File: src/rtl/instr_encoder_if.sv
// Field-bundle input and encoded-word output channels of the instruction encoder.
interface instr_encoder_if;
  logic        in_valid;
  logic        in_ready;
  logic [1:0]  in_op;
  logic [4:0]  in_rd;
  logic [4:0]  in_rs1;
  logic [4:0]  in_rs2;
  logic [31:0] in_imm;
  logic        out_valid;
  logic        out_ready;
  logic [31:0] out_instr;
  logic [31:0] out_addr;

  modport master (
    output in_valid, in_op, in_rd, in_rs1, in_rs2, in_imm, out_ready,
    input  in_ready, out_valid, out_instr, out_addr
  );

  modport slave (
    input  in_valid, in_op, in_rd, in_rs1, in_rs2, in_imm, out_ready,
    output in_ready, out_valid, out_instr, out_addr
  );
endinterface

File: src/rtl/instr_encoder.sv
// Encodes ADD/SUB/ADDI/NOP field bundles into RV32I words, tags each with a
// sequential byte address and streams them through a 2-entry output FIFO.
module instr_encoder #(
  parameter logic [31:0] BASE_ADDR = 32'h0000_0000,
  parameter int unsigned MAX_INSTR = 1024
) (
  input  logic                  clk,
  input  logic                  rst,
  input  logic                  flush,
  instr_encoder_if.slave        bus,
  output logic [15:0]           instr_count,
  output logic                  err_imm
);

  localparam int unsigned CNT_W     = 16;
  localparam logic [31:0] LAST_ADDR = BASE_ADDR + 32'(4 * (MAX_INSTR - 1));
  localparam logic [1:0]  OP_ADD    = 2'b00;
  localparam logic [1:0]  OP_SUB    = 2'b01;
  localparam logic [1:0]  OP_ADDI   = 2'b10;
  localparam logic [31:0] NOP_WORD  = 32'h0000_0013;

  typedef struct packed {
    logic [31:0] instr;
    logic [31:0] addr;
  } entry_t;

  entry_t             head_q, tail_q, head_d, tail_d;
  logic [1:0]         count_q, count_d;
  logic [31:0]        addr_q, addr_d;
  logic               err_d;
  logic [CNT_W-1:0]   cnt_d;
  logic               out_valid_q, out_valid_d;
  logic               in_ready_q, in_ready_d;
  logic               push_c, pop_c;
  logic               imm_bad_c;
  logic [31:0]        word_c;

  assign bus.in_ready  = in_ready_q;
  assign bus.out_valid = out_valid_q;
  assign bus.out_instr = head_q.instr;
  assign bus.out_addr  = head_q.addr;

  assign push_c = bus.in_valid && in_ready_q;
  assign pop_c  = out_valid_q && bus.out_ready;

  // Immediates that do not fit 12 bits are truncated but flagged.
  assign imm_bad_c = (bus.in_op == OP_ADDI) &&
                     (bus.in_imm != {{20{bus.in_imm[11]}}, bus.in_imm[11:0]});

  always_comb begin
    word_c = NOP_WORD;
    case (bus.in_op)
      OP_ADD:  word_c = {7'b0000000, bus.in_rs2, bus.in_rs1, 3'b000, bus.in_rd, 7'b0110011};
      OP_SUB:  word_c = {7'b0100000, bus.in_rs2, bus.in_rs1, 3'b000, bus.in_rd, 7'b0110011};
      OP_ADDI: word_c = {bus.in_imm[11:0], bus.in_rs1, 3'b000, bus.in_rd, 7'b0010011};
      default: word_c = NOP_WORD;
    endcase
  end

  // FIFO, address counter and status next-state; pop is applied before push
  // so a simultaneous push into a one-entry FIFO lands in the head slot.
  always_comb begin
    head_d  = head_q;
    tail_d  = tail_q;
    count_d = count_q;
    addr_d  = addr_q;
    err_d   = err_imm;
    cnt_d   = instr_count;

    if (pop_c) begin
      cnt_d   = instr_count + CNT_W'(1);
      head_d  = (count_q == 2'd2) ? tail_q : '0;
      tail_d  = '0;
      count_d = count_q - 2'd1;
    end

    if (push_c) begin
      if (count_d == 2'd0) head_d = {word_c, addr_q};
      else                 tail_d = {word_c, addr_q};
      count_d = count_d + 2'd1;
      addr_d  = (addr_q == LAST_ADDR) ? BASE_ADDR : addr_q + 32'd4;
      if (imm_bad_c) err_d = 1'b1;
    end

    if (flush) begin
      head_d  = '0;
      tail_d  = '0;
      count_d = 2'd0;
      addr_d  = BASE_ADDR;
      err_d   = 1'b0;
      cnt_d   = instr_count;
    end

    out_valid_d = (count_d != 2'd0);
    in_ready_d  = (count_d != 2'd2);
  end

  always_ff @(posedge clk) begin
    if (rst) begin
      head_q      <= '0;
      tail_q      <= '0;
      count_q     <= 2'd0;
      addr_q      <= BASE_ADDR;
      err_imm     <= 1'b0;
      instr_count <= '0;
      out_valid_q <= 1'b0;
      in_ready_q  <= 1'b1;
    end else begin
      head_q      <= head_d;
      tail_q      <= tail_d;
      count_q     <= count_d;
      addr_q      <= addr_d;
      err_imm     <= err_d;
      instr_count <= cnt_d;
      out_valid_q <= out_valid_d;
      in_ready_q  <= in_ready_d;
    end
  end

endmodule

File: src/flat_wrapper.sv
// flat-port wrapper written by rule: the top's interface ports become plain ports
module instr_encoder_flat 
#(
  parameter logic [31:0] BASE_ADDR = 32'h0000_0000,
  parameter int unsigned MAX_INSTR = 1024
)
  (clk, rst, flush, instr_count, err_imm, bus_in_valid, bus_in_op, bus_in_rd, bus_in_rs1, bus_in_rs2, bus_in_imm, bus_out_ready, bus_in_ready, bus_out_valid, bus_out_instr, bus_out_addr);
  instr_encoder_if bus_i ();
  input  logic clk;
  input  logic rst;
  input  logic flush;
  output logic [15:0] instr_count;
  output logic err_imm;
  input wire logic [$bits(bus_i.in_valid)-1:0] bus_in_valid;
  input wire logic [$bits(bus_i.in_op)-1:0] bus_in_op;
  input wire logic [$bits(bus_i.in_rd)-1:0] bus_in_rd;
  input wire logic [$bits(bus_i.in_rs1)-1:0] bus_in_rs1;
  input wire logic [$bits(bus_i.in_rs2)-1:0] bus_in_rs2;
  input wire logic [$bits(bus_i.in_imm)-1:0] bus_in_imm;
  input wire logic [$bits(bus_i.out_ready)-1:0] bus_out_ready;
  output wire logic [$bits(bus_i.in_ready)-1:0] bus_in_ready;
  output wire logic [$bits(bus_i.out_valid)-1:0] bus_out_valid;
  output wire logic [$bits(bus_i.out_instr)-1:0] bus_out_instr;
  output wire logic [$bits(bus_i.out_addr)-1:0] bus_out_addr;
  assign bus_i.in_valid = bus_in_valid;
  assign bus_i.in_op = bus_in_op;
  assign bus_i.in_rd = bus_in_rd;
  assign bus_i.in_rs1 = bus_in_rs1;
  assign bus_i.in_rs2 = bus_in_rs2;
  assign bus_i.in_imm = bus_in_imm;
  assign bus_i.out_ready = bus_out_ready;
  assign bus_in_ready = bus_i.in_ready;
  assign bus_out_valid = bus_i.out_valid;
  assign bus_out_instr = bus_i.out_instr;
  assign bus_out_addr = bus_i.out_addr;
  instr_encoder #(.BASE_ADDR(BASE_ADDR), .MAX_INSTR(MAX_INSTR)) u_core (.clk(clk), .rst(rst), .flush(flush), .bus(bus_i), .instr_count(instr_count), .err_imm(err_imm));
endmodule
File: config.mk
export PLATFORM = sky130hd
export DESIGN_NAME = instr_encoder_flat
export DESIGN_NICKNAME = d
export VERILOG_FILES = /design/src/rtl/instr_encoder_if.sv /design/src/rtl/instr_encoder.sv /design/src/flat_wrapper.sv
export SDC_FILE = /design/constraint.sdc
export NUM_CORES = 1
export LEC_CHECK = 0
export ABC_CLOCK_PERIOD_IN_PS = 2100
export CORE_MARGIN = 3
export CORE_UTILIZATION = 40
export DETAILED_ROUTE_END_ITERATION = 7
export PLACE_DENSITY = 0.66
export SLEW_MARGIN = 10
export SYNTH_ARGS = -nofsm -noshare
export SYNTH_HDL_FRONTEND = slang
export SYNTH_SLANG_ARGS = --single-unit
File: constraint.sdc
create_clock -name clk -period 2.1 [get_ports clk]
set_input_delay 0.315 -clock clk [delete_from_list [all_inputs] [get_ports clk]]
set_output_delay 0.315 -clock clk [all_outputs]
set_load 0.02 [all_outputs]
Yosys cells after proc, flatten, opt, wreduce, memory -nomap -nowiden
Cells that the tools add are included.

Bits of input ports: 54. Output and inout bits: 83. Register bits: 181. Word-level logic and storage cells: 42.

Eq/ne operators: 6. Muxes and demuxes: 12. Reduce and logical (&&, ||, !) cells: 9. Bitwise logic cells: 1. $add $sub $neg: 4.

Operators with widths (number): 64-bit 2-to-1 mux (7); 32-bit case mux with 3 select lines (1); 32-bit by 3-bit adder with 32-bit output, second input constant (1); 32-bit by 12-bit equality test with 1-bit output, second input constant (1); 32-bit 2-to-1 mux (1); 20-bit inequality test (1); 16-bit by 1-bit adder with 16-bit output, second input constant (1); 2-bit 2-to-1 mux (3); 2-bit equality test, second input constant (2); 2-bit zero test (2); 2-bit AND reduction (2); 1-bit logical AND (3); 2-bit by 1-bit adder with 2-bit output, second input constant (1); 2-bit by 1-bit equality test with 1-bit output, second input constant (1); 2-bit inequality test, second input constant (1); 2-bit nonzero test (1); 2-bit OR reduction (1); 2-bit by 1-bit subtractor with 2-bit output, second input constant (1); 1-bit inverter (1).

Logic depth before layout (Yosys ltp)
Depth after elaboration: 6. Mapped depth: 10. Depth with buffers taken out: 8.

Least setup slack after synthesis
Ideal clock, no wire load.

Kind: register to register. Start: reg u_core.out_valid_q (netlist: u_core.bus.out_valid). End: reg u_core.head_q (netlist bit u_core.bus.out_instr[0]). Data required time: 2.030 ns. Arrival time: 2.058 ns. Path slack: -0.028 ns. Setup time: 0.070 ns. Cell stages (with the launch flop): 10. Clock period less this slack: 2.128 ns. Path buffers: 3. Cell sequence: dfxtp_1 -> and2_1 -> clkbuf_1 -> mux2i_1 -> ha_1 -> and3_1 -> clkbuf_1 -> clkbuf_1 -> a21oi_1 -> a21oi_1.

Cells in the longest elaborated chain, start to end: 5. Elaborated cells on any way between the ends: 6. Classes of those cells: 4 x mux; 2 x reduce/logical.

RTL lines: from (decl) (RTL line instr_encoder.sv:32) `logic out_valid_q, out_valid_d;`; from (signal assigned) (RTL line instr_encoder.sv:115) `out_valid_q <= out_valid_d;`; 1-bit logical AND * (RTL line instr_encoder.sv:44) `assign pop_c = out_valid_q && bus.out_ready;`; 2-bit 2-to-1 mux (RTL line instr_encoder.sv:70) `if (pop_c) begin`; 2-bit zero test (RTL line instr_encoder.sv:78) `if (count_d == 2'd0) head_d = {word_c, addr_q};`; 64-bit 2-to-1 mux (RTL line instr_encoder.sv:78); 64-bit 2-to-1 mux * (RTL line instr_encoder.sv:77) `if (push_c) begin`; to (signal assigned) (RTL line instr_encoder.sv:100) `head_q <= '0;`; to (signal assigned) (RTL line instr_encoder.sv:109) `head_q <= head_d;`; to (decl) (RTL line instr_encoder.sv:27) `entry_t head_q, tail_q, head_d, tail_d;`.

Mark *: on every way between the ends. The rest lies on a longest branch, timed or not. A chain may end at the register's enable or synchronous reset.

Worst setup path in the final report
Start: in bus_out_ready. End: reg u_core.tail_q[10] (netlist bit).

Cells in the longest elaborated chain, start to end: 5. Elaborated cells on any way between the ends: 6. Classes of those cells: 4 x mux; 2 x reduce/logical.

RTL lines: from (decl) (RTL line flat_wrapper.sv:20) `input wire logic [$bits(bus_i.out_ready)-1:0] bus_out_ready;`; 1-bit logical AND * (RTL line instr_encoder.sv:44); 2-bit 2-to-1 mux (RTL line instr_encoder.sv:70); 2-bit zero test (RTL line instr_encoder.sv:78); 64-bit 2-to-1 mux (RTL line instr_encoder.sv:78); 64-bit 2-to-1 mux * (RTL line instr_encoder.sv:77); to (signal assigned) (RTL line instr_encoder.sv:110) `tail_q <= tail_d;`; to (decl) (RTL line instr_encoder.sv:27).

Marks and branches as above.

==> impl_metrics.csv <==
group,metric,value,unit
yosys,ys_ff_latch,179,
status,status,"completed",
critical_path,crit_fanout,18,
pwr,p_sw_share,26.6,%
flow_run,maxCapViolations,0,
global_route,grt-busiest-layer,"met2",
clock_tree,clockRootBuffer,"clkbuf_16",
floorplanning,pin_count,137,
floorplanning,die_h,143,um
yosys,ys_types,38,
routing,route.detailed.drc,0,
clock_tree,clk_latency,0.43,ns
sta,max_freq,0.507,GHz
global_route,grt_start_max_net_pins,70,
place,dp_hpwl,13300,um
sta,worst_pin_slew,0.592,ns
global_route,grt_use_met3,3.36,%
routing,antenna_left,0,
clock_tree,cts_hold_buf,0,
yosys,ys.flop_type,"dfxtp_1",
global_route,grt_pass1_vias,6561,
sta,min_period_over_period,93.8,%
layout,nNetsFinal,1092,
critical_path,reg2reg_slack,0.19,ns
critical_path,worst_setup_path_start_kind,"input pin",
min_path,worstHoldStart,"u_core.bus.out_instr[3]$_SDFF_PP0_",
critical_path,cp-startpoint,"bus_out_ready",
place,port_buffers,136,
place,dp.cells,1244,
clock_tree,cts_tree,"built",
pwr,ir_worst_vdd,0.000579,V
layout,n_antenna_cell,0,
yosys,netlist_top_cells_area,"dfxtp_1 47%, nand3_1 8.8%, nand2_1 5.9%, a21oi_1 5.8%, a311oi_1 5.4%",
layout,areaGrowthSynthToFinish,30.9,%
routing,wire_per_inst,15.7,um
global_route,grt_pass1_wl,33300,um
floorplanning,die_w,143,um
pwr,p_clk_share,38.8,%
critical_path,r2r-end,"u_core.tail_q[10]$_SDFF_PP0_",
routing,drt_wl_total,20100,um
sta,grt_setup_unrepaired,"no",
sta,min_period,1.97,ns
global_route,grt_overflow_total,0,
sta,final_hold_viol_count,0,
yosys,synth_cells,921,
clock_tree,clock_path_buffers,2,
floorplanning,core_area,0.0183,mm2
global_route,antenna_found_initial,0,
clock_tree,htree_levels,4,
routing,first_iter_violations,409,
critical_path,reg2reg_depth,8,
global_route,use_met1,28.6,%
yosys,yosysWarningCount,0,
clock_tree,clkSinkCount,179,
yosys,synth_top_area_share,47.4,%
routing,drt-pass1-iter-count,5,
layout,final_cell_mix,"179 x dfxtp_1, 136 x clkdlybuf4s50_1, 133 x nand3_1, 116 x nand2_1, 93 x nor2_1",
sta,setup_tns,0,ns
floorplanning,rows,49,
pwr,p_per_area,788,mW/mm2
routing,dr_total_vias,6987,
critical_path,arrival,2.32,ns
critical_path,end_kind,"flip-flop",
layout,final_cells,1276,
yosys,synthArstFlopShare,0,%
routing,detail_route.vias_per_cell,5.48,
sta,setup_viol,0,
layout,drive_gt1_share,8.60,%
yosys,avgSynthCellArea,8.21,um2
min_path,hold_class,"reg -> reg",
floorplanning,start_util,41.4,%
clock_tree,cts-buffers-inserted,17,
yosys,synth_edf_count,0,
yosys,syn-num-nets,979,
floorplanning,die_area,0.0206,mm2
yosys,seq_area_frac_synth,47.4,%
place,pre_cts_ws,-0.385,ns
pwr,switchingPower,0.00208,W
critical_path,criticalPathCategory,"in -> reg",
global_route,use_met2,30.0,%
place,place_congestion,0.821,
yosys,synth_area,0.00756,mm2
yosys,yosysTopAreaCell,"dfxtp_1",
pwr,p_int,0.00572,W
global_route,track_usage,19.7,%
sta,setup_ws,0.129,ns
sta,slew_headroom,60.5,%
sta,clock_skew,0.00800,ns
sta,slew_violations,0,
critical_path,cp.required,2.45,ns
critical_path,crit_end,"u_core.tail_q[10]$_SDFF_PP0_",
pwr,cellLeakagePower,3.34,nW
pwr,power_frac_comb,15.7,%
clock_tree,cts_setup_buffers,0,
clock_tree,clkTransAtPathRegs,0.06,ns
critical_path,rr_startpoint,"u_core.count_q[0]$_SDFF_PP0_",
layout,final_common_cell,"dfxtp_1",
clock_tree,cts_resized,0,
pwr,pwr-share-seq,45.5,%
==> power groups by stage <==
stage | registers, W | logic (W) | clock network, W
after detailed placement | 0.00362 | 0.00122 | 0
after global placement | 0.00362 | 0.00121 | 0
after global routing | 0.00356 | 0.00133 | 0.00324
after CTS | 0.00355 | 0.00122 | 0.00309
after floorplan | 0.00371 | 0.000553 | 0
final | 0.00355 | 0.00122 | 0.00303
==> flip-flops by register name (all words and copies together), names as in the netlist <==
| register | cells |
|---|---|
| u_core.tail_q | 64 |
| u_core.bus.out_addr | 32 |
| u_core.bus.out_instr | 32 |
| u_core.addr_q | 30 |
| u_core.instr_count | 16 |
| u_core.count_q | 2 |
| u_core.bus.in_ready | 1 |
| u_core.bus.out_valid | 1 |
| u_core.err_imm | 1 |
==> synth_stat cells (all sizes together), types with 8 or more instances <==
cell type and count:
a31oi 8, a311oi 47, and3 21, dfxtp 179
and2 13, xor2 30, nor4 13, a21oi 88
nand3 135, nor2 94, o21ai 9, clkbuf 58
buf 29, xnor2 11, nand2 118, nand4 21
a211oi 15
==> through the flow <==
stage	power, W	hold WS (ns)	utilization, %	instance area, um2
after detailed placement	0.00484	0.442	51.1	9330
final	0.00780	0.447	54.2	9900
after global routing	0.00813	0.468	54.2	9900
after CTS	0.00786	0.452	54.1	9890
after floorplan	0.00426	0.415	-	7560
after global placement	0.00483	0.442	51.1	9330
==> worst min path at each step <==
stage                                                     end  slack (ns)  cells past startpoint
final                      u_core.bus.out_instr[3]$_SDFF_PP0_        0.45                      2
after global routing       u_core.bus.out_instr[6]$_SDFF_PP0_        0.47                      2
after CTS                  u_core.bus.out_instr[3]$_SDFF_PP0_        0.45                      2
after detailed placement   u_core.bus.out_instr[3]$_SDFF_PP0_        0.44                      2
after global placement    u_core.bus.out_instr[12]$_SDFF_PP0_        0.44                      2
after floorplan            u_core.bus.out_instr[5]$_SDFF_PP0_        0.41                      1
==> worst max-delay path, stage by stage <==
cell	delay [ns]
clkdlybuf4s50_1	0.58
and2_4	0.22
mux2i_1	0.25
ha_2	0.25
nand2b_2	0.20
buf_6	0.21
nand3_1	0.10
a21oi_1	0.17
==> kinds of logic (layout without fill, tap and decap cells) <==
group / Yosys count / count (layout) / synth area share, %
AND/OR/NAND/NOR: 435 / 435 / 27.7
AO/OA/AOI/OAI: 172 / 172 / 14.6
flip-flops: 179 / 179 / 47.4
multiplexers: 1 / 1 / 0.132
adder cells (fa/ha/maj): 4 / 4 / 0.662
buffers and inverters: 89 / 215 / 4.80
XOR/XNOR: 41 / 41 / 4.75
==> cell type report <==
cell class | count | area, um2
clock buffers | 24 | 482
clock inverters | 8 | 77.6
fillers | 1720 | 8370
inverters | 2 | 7.51
multi-input cells | 653 | 3640
flip-flops and latches | 179 | 3580
well taps | 229 | 287
repair buffers | 181 | 1820
==> routing by layer <==
layer	up-vias	routed length, um
met5	-	0
met1	3310	9940
met4	0	295
met2	157	9060
met3	24	791
li1	3496	-
(Power assumes the default switching activity.)
